**config.mk**
```make
export PLATFORM = sky130hd
export DESIGN_NAME = mlp_seq_ctrl
export DESIGN_NICKNAME = d
export VERILOG_FILES = /design/src/rtl/mlp_seq_ctrl.sv
export SDC_FILE = /design/constraint.sdc
export NUM_CORES = 1
export LEC_CHECK = 0
export ABC_AREA = 1
export CORE_MARGIN = 5
export CORE_UTILIZATION = 27
export CTS_CLUSTER_SIZE = 14
export DETAILED_ROUTE_END_ITERATION = 10
export GPL_ROUTABILITY_DRIVEN = 1
export GPL_TIMING_DRIVEN = 0
export SETUP_SLACK_MARGIN = 0.4
export SLEW_MARGIN = 25
export SYNTH_ARGS = -nofsm -noshare
export SYNTH_HDL_FRONTEND = slang
export SYNTH_SLANG_ARGS = --single-unit
export TNS_END_PERCENT = 100
```
**constraint.sdc**
```tcl
create_clock -name clk -period 7.28 [get_ports clk]
set_input_delay 1.092 -clock clk [delete_from_list [all_inputs] [get_ports clk]]
set_output_delay 1.092 -clock clk [all_outputs]
set_load 0.02 [all_outputs]
```
**src/rtl/mlp_seq_ctrl.sv**
```systemverilog
// Sequencer for the 7-4-10 digit-classifier MLP. Both layers share one multiply-accumulate;
// weights and biases are streamed from an external synchronous ROM, one word per cycle.
// Issue stage drives w_en/w_addr, read stage tags the returning ROM word, consume logic
// folds it into the accumulator one edge later.
module mlp_seq_ctrl #(
  parameter int unsigned N_IN  = 7,
  parameter int unsigned N_HID = 4,
  parameter int unsigned N_OUT = 10,
  parameter int unsigned H_W   = 8,
  parameter int unsigned E_W   = 12,
  parameter int unsigned AW    = 7
) (
  input  logic              clk,
  input  logic              rst_n,
  input  logic              start,
  input  logic [N_IN-1:0]   in_bits,
  output logic              w_en,
  output logic [AW-1:0]     w_addr,
  input  logic signed [7:0] w_data,
  output logic              busy,
  output logic              done,
  output logic [3:0]        prediction
);

  localparam int unsigned IdxW        = 4;  // holds class index 0..N_OUT-1
  localparam int unsigned PosW        = 3;  // holds term position 0..N_IN
  localparam int unsigned HidIdxW     = $clog2(N_HID);
  localparam int unsigned HidBiasBase = N_HID * N_IN;
  localparam int unsigned OutWBase    = HidBiasBase + N_HID;
  localparam int unsigned OutBiasBase = OutWBase + N_OUT * N_HID;

  typedef enum logic [1:0] {StIdle, StHid, StOut, StFin} state_e;

  state_e                state_q, state_d;
  logic [IdxW-1:0]       idx_q, idx_d;
  logic [PosW-1:0]       pos_q, pos_d;
  logic [N_IN-1:0]       in_q, in_d;
  logic                  busy_q, busy_d;
  logic                  done_q, done_d;
  logic [3:0]            pred_q, pred_d;

  // Issue stage: what is on the ROM address bus this cycle.
  logic                  iss_vld_q, iss_vld_d;
  logic                  iss_out_q, iss_out_d;
  logic [IdxW-1:0]       iss_idx_q;
  logic [PosW-1:0]       iss_pos_q;
  logic [AW-1:0]         w_addr_q, w_addr_d;
  logic [AW-1:0]         issue_addr;

  // Read stage: tag of the word currently on w_data.
  logic                  rd_vld_q, rd_out_q;
  logic [IdxW-1:0]       rd_idx_q;
  logic [PosW-1:0]       rd_pos_q;

  logic signed [E_W-1:0] acc_q, acc_d;
  logic signed [H_W-1:0] h_q [N_HID];
  logic signed [H_W-1:0] h_d [N_HID];
  logic signed [E_W-1:0] max_q, max_d;
  logic [3:0]            best_q, best_d;

  logic signed [E_W-1:0] w_ext, bias_x10, hid_term, prod, sum_hid, sum_out;
  logic signed [H_W-1:0] h_sel;
  logic [PosW-1:0]       term_sel;
  logic                  beats_max, last_consume;

  // ROM address for the current (phase, neuron/class, position) of the issue walk.
  always_comb begin
    issue_addr = '0;
    if (state_q == StHid) begin
      if (pos_q == '0) issue_addr = AW'(HidBiasBase + 32'(idx_q));
      else             issue_addr = AW'(32'(idx_q) * N_IN + 32'(pos_q) - 1);
    end else if (state_q == StOut) begin
      if (pos_q == '0) issue_addr = AW'(OutBiasBase + 32'(idx_q));
      else             issue_addr = AW'(OutWBase + 32'(idx_q) * N_HID + 32'(pos_q) - 1);
    end
  end

  // Consume the returning ROM word: accumulate, store hidden values, track argmax.
  always_comb begin
    acc_d        = acc_q;
    h_d          = h_q;
    max_d        = max_q;
    best_d       = best_q;
    pred_d       = pred_q;
    last_consume = 1'b0;
    w_ext        = E_W'(w_data);
    bias_x10     = (w_ext <<< 3) + (w_ext <<< 1);
    term_sel     = rd_pos_q - 3'd1;
    hid_term     = in_q[term_sel] ? w_ext : '0;
    h_sel        = h_q[HidIdxW'(term_sel)];
    // Product of sign-extended operands, taken mod 2^E_W like the parallel datapath.
    prod         = w_ext * E_W'(h_sel);
    sum_hid      = acc_q + hid_term;
    sum_out      = acc_q + prod;
    beats_max    = (rd_idx_q == '0) || (sum_out > max_q);
    if (rd_vld_q) begin
      if (!rd_out_q) begin
        if (rd_pos_q == '0) begin
          acc_d = w_ext;
        end else begin
          acc_d = sum_hid;
          if (rd_pos_q == PosW'(N_IN)) h_d[HidIdxW'(rd_idx_q)] = sum_hid[H_W-1:0];
        end
      end else begin
        if (rd_pos_q == '0) begin
          acc_d = bias_x10;
        end else begin
          acc_d = sum_out;
          if (rd_pos_q == PosW'(N_HID)) begin
            if (beats_max) begin
              max_d  = sum_out;
              best_d = rd_idx_q;
            end
            if (rd_idx_q == IdxW'(N_OUT - 1)) begin
              last_consume = 1'b1;
              pred_d       = beats_max ? rd_idx_q : best_q;
            end
          end
        end
      end
    end
  end

  // Sequencer FSM: walk the ROM address space, then wait for the last word to land.
  always_comb begin
    state_d   = state_q;
    idx_d     = idx_q;
    pos_d     = pos_q;
    in_d      = in_q;
    busy_d    = busy_q;
    done_d    = 1'b0;
    iss_vld_d = (state_q == StHid) || (state_q == StOut);
    iss_out_d = (state_q == StOut);
    w_addr_d  = iss_vld_d ? issue_addr : w_addr_q;
    unique case (state_q)
      StIdle: begin
        if (start) begin
          state_d = StHid;
          idx_d   = '0;
          pos_d   = '0;
          in_d    = in_bits;
          busy_d  = 1'b1;
        end
      end
      StHid: begin
        if (pos_q == PosW'(N_IN)) begin
          pos_d = '0;
          if (idx_q == IdxW'(N_HID - 1)) begin
            idx_d   = '0;
            state_d = StOut;
          end else begin
            idx_d = idx_q + 1'b1;
          end
        end else begin
          pos_d = pos_q + 1'b1;
        end
      end
      StOut: begin
        if (pos_q == PosW'(N_HID)) begin
          pos_d = '0;
          if (idx_q == IdxW'(N_OUT - 1)) begin
            idx_d   = '0;
            state_d = StFin;
          end else begin
            idx_d = idx_q + 1'b1;
          end
        end else begin
          pos_d = pos_q + 1'b1;
        end
      end
      StFin: begin
        if (last_consume) begin
          state_d = StIdle;
          busy_d  = 1'b0;
          done_d  = 1'b1;
        end
      end
    endcase
  end

  // State, pipeline and datapath registers; reset abandons any run in progress.
  always_ff @(posedge clk or negedge rst_n) begin
    if (!rst_n) begin
      state_q   <= StIdle;
      idx_q     <= '0;
      pos_q     <= '0;
      in_q      <= '0;
      busy_q    <= 1'b0;
      done_q    <= 1'b0;
      pred_q    <= '0;
      iss_vld_q <= 1'b0;
      iss_out_q <= 1'b0;
      iss_idx_q <= '0;
      iss_pos_q <= '0;
      w_addr_q  <= '0;
      rd_vld_q  <= 1'b0;
      rd_out_q  <= 1'b0;
      rd_idx_q  <= '0;
      rd_pos_q  <= '0;
      acc_q     <= '0;
      for (int n = 0; n < int'(N_HID); n++) h_q[n] <= '0;
      max_q     <= '0;
      best_q    <= '0;
    end else begin
      state_q   <= state_d;
      idx_q     <= idx_d;
      pos_q     <= pos_d;
      in_q      <= in_d;
      busy_q    <= busy_d;
      done_q    <= done_d;
      pred_q    <= pred_d;
      iss_vld_q <= iss_vld_d;
      iss_out_q <= iss_out_d;
      iss_idx_q <= idx_q;
      iss_pos_q <= pos_q;
      w_addr_q  <= w_addr_d;
      rd_vld_q  <= iss_vld_q;
      rd_out_q  <= iss_out_q;
      rd_idx_q  <= iss_idx_q;
      rd_pos_q  <= iss_pos_q;
      acc_q     <= acc_d;
      h_q       <= h_d;
      max_q     <= max_d;
      best_q    <= best_d;
    end
  end

  assign w_en       = iss_vld_q;
  assign w_addr     = w_addr_q;
  assign busy       = busy_q;
  assign done       = done_q;
  assign prediction = pred_q;

endmodule

```
==> flow_summary_export.csv <==
group,metric,value,unit
status,outcome,"complete, no violations",
logic_synthesis,syn_area,8940,um^2
floorplan,row_count,66,
final_layout,finalNetCount,1348,
place,hpwl,18070,um
cts,cts.sinks,107,
min_path,min_path_cells,0,
logic_synthesis,yosysSeqAreaShare,29.95,%
final_layout,diodes,0,
setup_path,crit_path_frequent_cell,"fa_1",
routing,via_per_inst,4.540,
global_routing,antenna_found_initial,0,
cts,numCtsBuffers,9,
place,place.gp.congestion,0.9262,
floorplan,core_area,32620,um^2
cts,cts_root_buffer,"clkbuf_16",
floorplan,die_w,192.0,um
sta,finalHoldViolCount,0,
final_layout,instances_no_fill,1629,
global_routing,grtUsageTotal,13.04,%
place,place_inst,1574,
setup_path,start_kind,"flop",
sta,fin_worst_skew,0.01146,ns
setup_path,rr_worst_depth,38,
global_routing,grt_pass1_wl,38420,um
setup_path,cp_max_fo,6,
logic_synthesis,syn_inst,1100,
sta,tightest_slew,1.045,ns
place,io_buffers,31,
setup_path,cp_data_required_time,7.57,ns
routing,drtIter0Drc,425,
sta,slew_viol_final,0,
floorplan,die_area,36850,um^2
routing,totalWireLength,23290,um
sta,clock.fmax,144.7,MHz
routing,drcViolationCount,0,
global_routing,grt_pass1_vias,7504,
logic_synthesis,avgSynthCellArea,8.127,um^2
setup_path,crit_path_top_delay_cell,"fa_1",
logic_synthesis,synth_top_area_share,29.95,%
logic_synthesis,synth-seq-cells,107,
logic_synthesis,yosysWarnings,0,
logic_synthesis,synth-edff-count,0,
final_layout,final_common_cell,"nand2_1",
setup_path,crit_path_max_incr_delay,0.58,ns
final_layout,syn_to_final_growth,20.57,%
cts,clock_latency,0.36,ns
logic_synthesis,synth_fp_nets,1266,
logic_synthesis,yosysTopAreaCell,"dfrtp_1",
routing,ant_nets,0,
global_routing,grt_max_degree,55,
logic_synthesis,async_flop_share,100.0,%
sta,fin_crit_sh,94.91,%
logic_synthesis,ys.flop_type,"dfrtp_1",
floorplan,start_util,27.41,%
routing,vias,7395,
setup_path,critical_path_class,"reg -> reg",
cts,cts.path.max_buffers,2,
min_path,min_path_type,"reg -> reg",
flow_run,drv_cap,0,
logic_synthesis,synth_cell_type_count,48,
final_layout,final_cell_mix,"nand2_1, inv_1, dfrtp_1, nor2_1, ha_1",
cts,path_clk_slew,0.08,ns
logic_synthesis,synthTopCellsByArea,"dfrtp_1, ha_1, fa_1, nand2_1, inv_1",
global_routing,grt-ovfl-total,0,
routing,wl_per_cell,14.30,um
sta,period_needed,6.909,ns
cts,cts_tree,"done",
sta,setup_viol,0,
cts,htree_levels,3,
floorplan,die_height,192.0,um
sta,slew_headroom,29.77,%
setup_path,end_kind,"flop",
final_layout,drive_gt1_share,14.07,%
floorplan,ios,32,
routing,firstDrtPassIters,5,
setup_path,crit_arrival,7.19,ns
sta,rsz0062_at_grt,"true",
==> cells in the mapped netlist (3+ instances only) <==
cell and instances:
nor3_1 7, fa_1 54, xnor2_1 10, o211ai_1 7, buf_6 4, ha_1 94, nor2_1 95, nand3_2 10
clkbuf_1 12, mux2_2 7, o21ai_1 7, o2111ai_1 4, a21oi_1 56, nand2_4 3, or2_2 6, a221oi_1 3
dfrtp_1 107, a22oi_1 3, a31oi_1 15, o21ai_0 76, nand2_1 225, nand4_1 6, nand2_2 13, inv_1 185
xor2_1 15, inv_2 3, nand3_1 41
==> layer usage <==
metal,track usage (%),share of wire (%),vias up
li1,-,-,3699
met1,17.62,47,3536
met5,0,0,-
met4,3.895,2.0,0
met3,2.090,3.8,30
met2,21.55,47,130
==> worst paths after layout <==
kind | slack (ns) | from | end
max in group asynchronous | 5.95 | rst_n | w_addr[1]$_DFFE_PN0P_
max reg2reg | 0.37 | rd_pos_q[0]$_DFF_PN0_ | max_q[10]$_DFFE_PN0P_
max | 0.37 | rd_pos_q[0]$_DFF_PN0_ | max_q[10]$_DFFE_PN0P_
min reg2reg | 0.35 | iss_pos_q[0]$_DFF_PN0_ | rd_pos_q[0]$_DFF_PN0_
min | 0.35 | iss_pos_q[0]$_DFF_PN0_ | rd_pos_q[0]$_DFF_PN0_
min in group asynchronous | 0.66 | rst_n | h_q[20]$_DFFE_PN0P_
==> through the flow <==
stage          setup WS [ns]  cell area [um^2]  setup TNS, ns  hold WS, ns  util (%)
6_report              0.3709             10780              0       0.3508     33.05
5_1_grt              0.08460             10780              0       0.3614     33.05
4_1_cts               0.3715             10560              0       0.3512     32.36
3_5_place_dp          -1.092              9834         -19.63       0.3347     30.15
3_3_place_gp          -1.028              9806         -18.57       0.3333     30.06
2_1_floorplan         0.4351              8942              0       0.3312         -
==> cell type report <==
type / instances / area [um^2]
clock buffer: 10 / 239.0
inverter: 191 / 747.0
tap: 442 / 553.0
buffer: 21 / 175.2
clock inverter: 6 / 53.80
timing repair buffer: 71 / 650.6
sequential: 107 / 2678
multi-input combinational: 781 / 5683
fill: 3400 / 21840
==> sequential cells by signal (all words and copies together), names as in the netlist, 2 cells and up <==
| register | cells |
|---|---|
| pos_q | 3 |
| rd_pos_q | 3 |
| acc_q | 12 |
| best_q | 4 |
| iss_pos_q | 3 |
| w_addr | 7 |
| in_q | 7 |
| max_q | 12 |
| rd_idx_q | 4 |
| state_q | 2 |
| idx_q | 4 |
| iss_idx_q | 4 |
| h_q | 32 |
| prediction | 4 |
==> critical path, delay by kind of cell, from the launching register on <==
| kind | cells | cell delay, ns |
|---|---|---|
| AND/OR/NAND/NOR | 13 | 1.17 |
| buffers and inverters | 11 | 1.07 |
| AO/OA/AOI/OAI | 6 | 0.78 |
| adder cells (fa/ha/maj) | 8 | 3.43 |
| flip-flops | 1 | 0.38 |
==> kinds of logic after synthesis <==
logic type | after synthesis | synth area share (%)
AND/OR/NAND/NOR | 415 | 20.21
flip-flops | 107 | 29.95
adder cells (fa/ha/maj) | 148 | 25.25
XOR/XNOR | 25 | 2.449
multiplexers | 7 | 0.8818
AO/OA/AOI/OAI | 186 | 11.73
buffers and inverters | 212 | 9.531
==> repair_timing <==
action                                 CTS  global route
setup endpoints to repair               20            20
endpoints found under the hold margin    0             0
buffers inserted                        26            11
gates resized for setup                 65            39
hold buffers                             0             0
pin swaps                               18            28
gates cloned                             1             1
Power is not shown: default switching activity piles up to over one toggle a cycle in this logic, so the estimate is an artifact.
==> RTL change (config.mk and constraints unchanged) <==
Make the reset (`rst_n`) synchronous in one clocked block.
--- a/src/rtl/mlp_seq_ctrl.sv
+++ b/src/rtl/mlp_seq_ctrl.sv
@@ -179,7 +179,7 @@
   end
 
   // State, pipeline and datapath registers; reset abandons any run in progress.
-  always_ff @(posedge clk or negedge rst_n) begin
+  always_ff @(posedge clk) begin
     if (!rst_n) begin
       state_q   <= StIdle;
       idx_q     <= '0;
Check against the original RTL: differs if rst_n is asserted again (counterexample within 4 cycles, from zero or initial values and one cycle with rst_n low); with rst_n held inactive, the same outputs for 10 cycles.
==> RTL change against the unedited design <==
- cell area shrank 0.26%
- setup slack lost 0.59 ps
- routed wire length grew 6.5%
- global-route usage grew 0.56 points
- via count grew 8.7%
- synthesized cell count grew 10%
- largest cell class unchanged
- sequential cell count is the same
- area after synthesis shrank 0.90%
- utilization grew 0.083 points
Power is left out: it rests on default switching activity, and per cell area and clock period it moved more than threefold.
==> RTL change: results <==
global_route:
  grt_use_met1_pct: 18.9
  grt_pass1_vias: 7695
  grt_max_degree: 16
  gr-usage-all-layers_pct: 13.6
  grtUsageMet3_pct: 2.05
  grt_pass1_wl_microns: 39900
synth:
  syn_nets: 1376
  ys_async_sr_fraction_pct: 0
  seq_area_frac_synth_pct: 24.2
  synthTopCellsByArea: "dfxtp_1 24%, ha_1 13%, fa_1 12%, inv_1 9.5%, nand2_1 8.5%"
  synth_xor_area_share_pct: 2.85
  avgSynthCellArea_sq_um: 7.32
  ys.flop_type: "dfxtp_1"
  synthAdderAreaFrac_pct: 25.5
  synth.distinct_cells: 49
  synth_mux_area_share_pct: 0
  synthTopCellsByCount: "225 x inv_1, 200 x nand2_1, 136 x nor2_1, 107 x dfxtp_1, 94 x ha_1"
critical_path:
  arrival_ps: 7200
  crit_fanout: 8
drt:
  wl_met1_microns: 11700
  first_pass_iters: 6
  wl_met2_microns: 11200
  viasPerCell: 4.63
  first_iter_violations: 632
  dr_wl_met3_microns: 1450
  drt-total-wl_microns: 24800
clocking:
  cts_buffers: 9
  cts_setup_buffers: 20
final_layout:
  drive_gt1_share_pct: 12.9
  layout.nets: 1457
  fin_cells: 1737
status:
  status: "finished clean"
placed_design:
  portBuffers: 30
  dp_hpwl_microns: 19100
  gp_routability_congestion: 0.928
timing:
  skew_ps: 10.1
[RTL change: cell types whose count changed in the layout (fill, tap and decap cells not counted), moves of 7 or more]
cell and delta:
dfxtp_1 +106, dfrtp_1 -107, o21ai_0 +10, clkbuf_1 +7, nand2_1 -26, inv_1 +39, o211ai_1 +8, nor2_1 +39
mux2_2 -7, a21oi_1 +28
[RTL change: layout make-up]
type / count / area [sq um]
Tap cell: 442 / 553
Sequential cell: 107 / 2140
Inverter: 234 / 910
Timing Repair Buffer: 70 / 654
Fill cell: 3450 / 21700
Clock inverter: 1 / 30.0
Multi-Input combinational cell: 840 / 5980
Clock buffer: 14 / 284
Buffer: 29 / 193
[RTL change: final timing paths]
check | endpoint | slack (ps) | from | cells past startpoint
setup / recovery | best_q[1] | 370 | rd_pos_q[0] | 40
hold / removal | rd_pos_q[0] | 410 | iss_pos_q[0] | 2
setup reg to reg | best_q[1] | 370 | rd_pos_q[0] | 40
hold reg to reg | rd_pos_q[0] | 410 | iss_pos_q[0] | 2
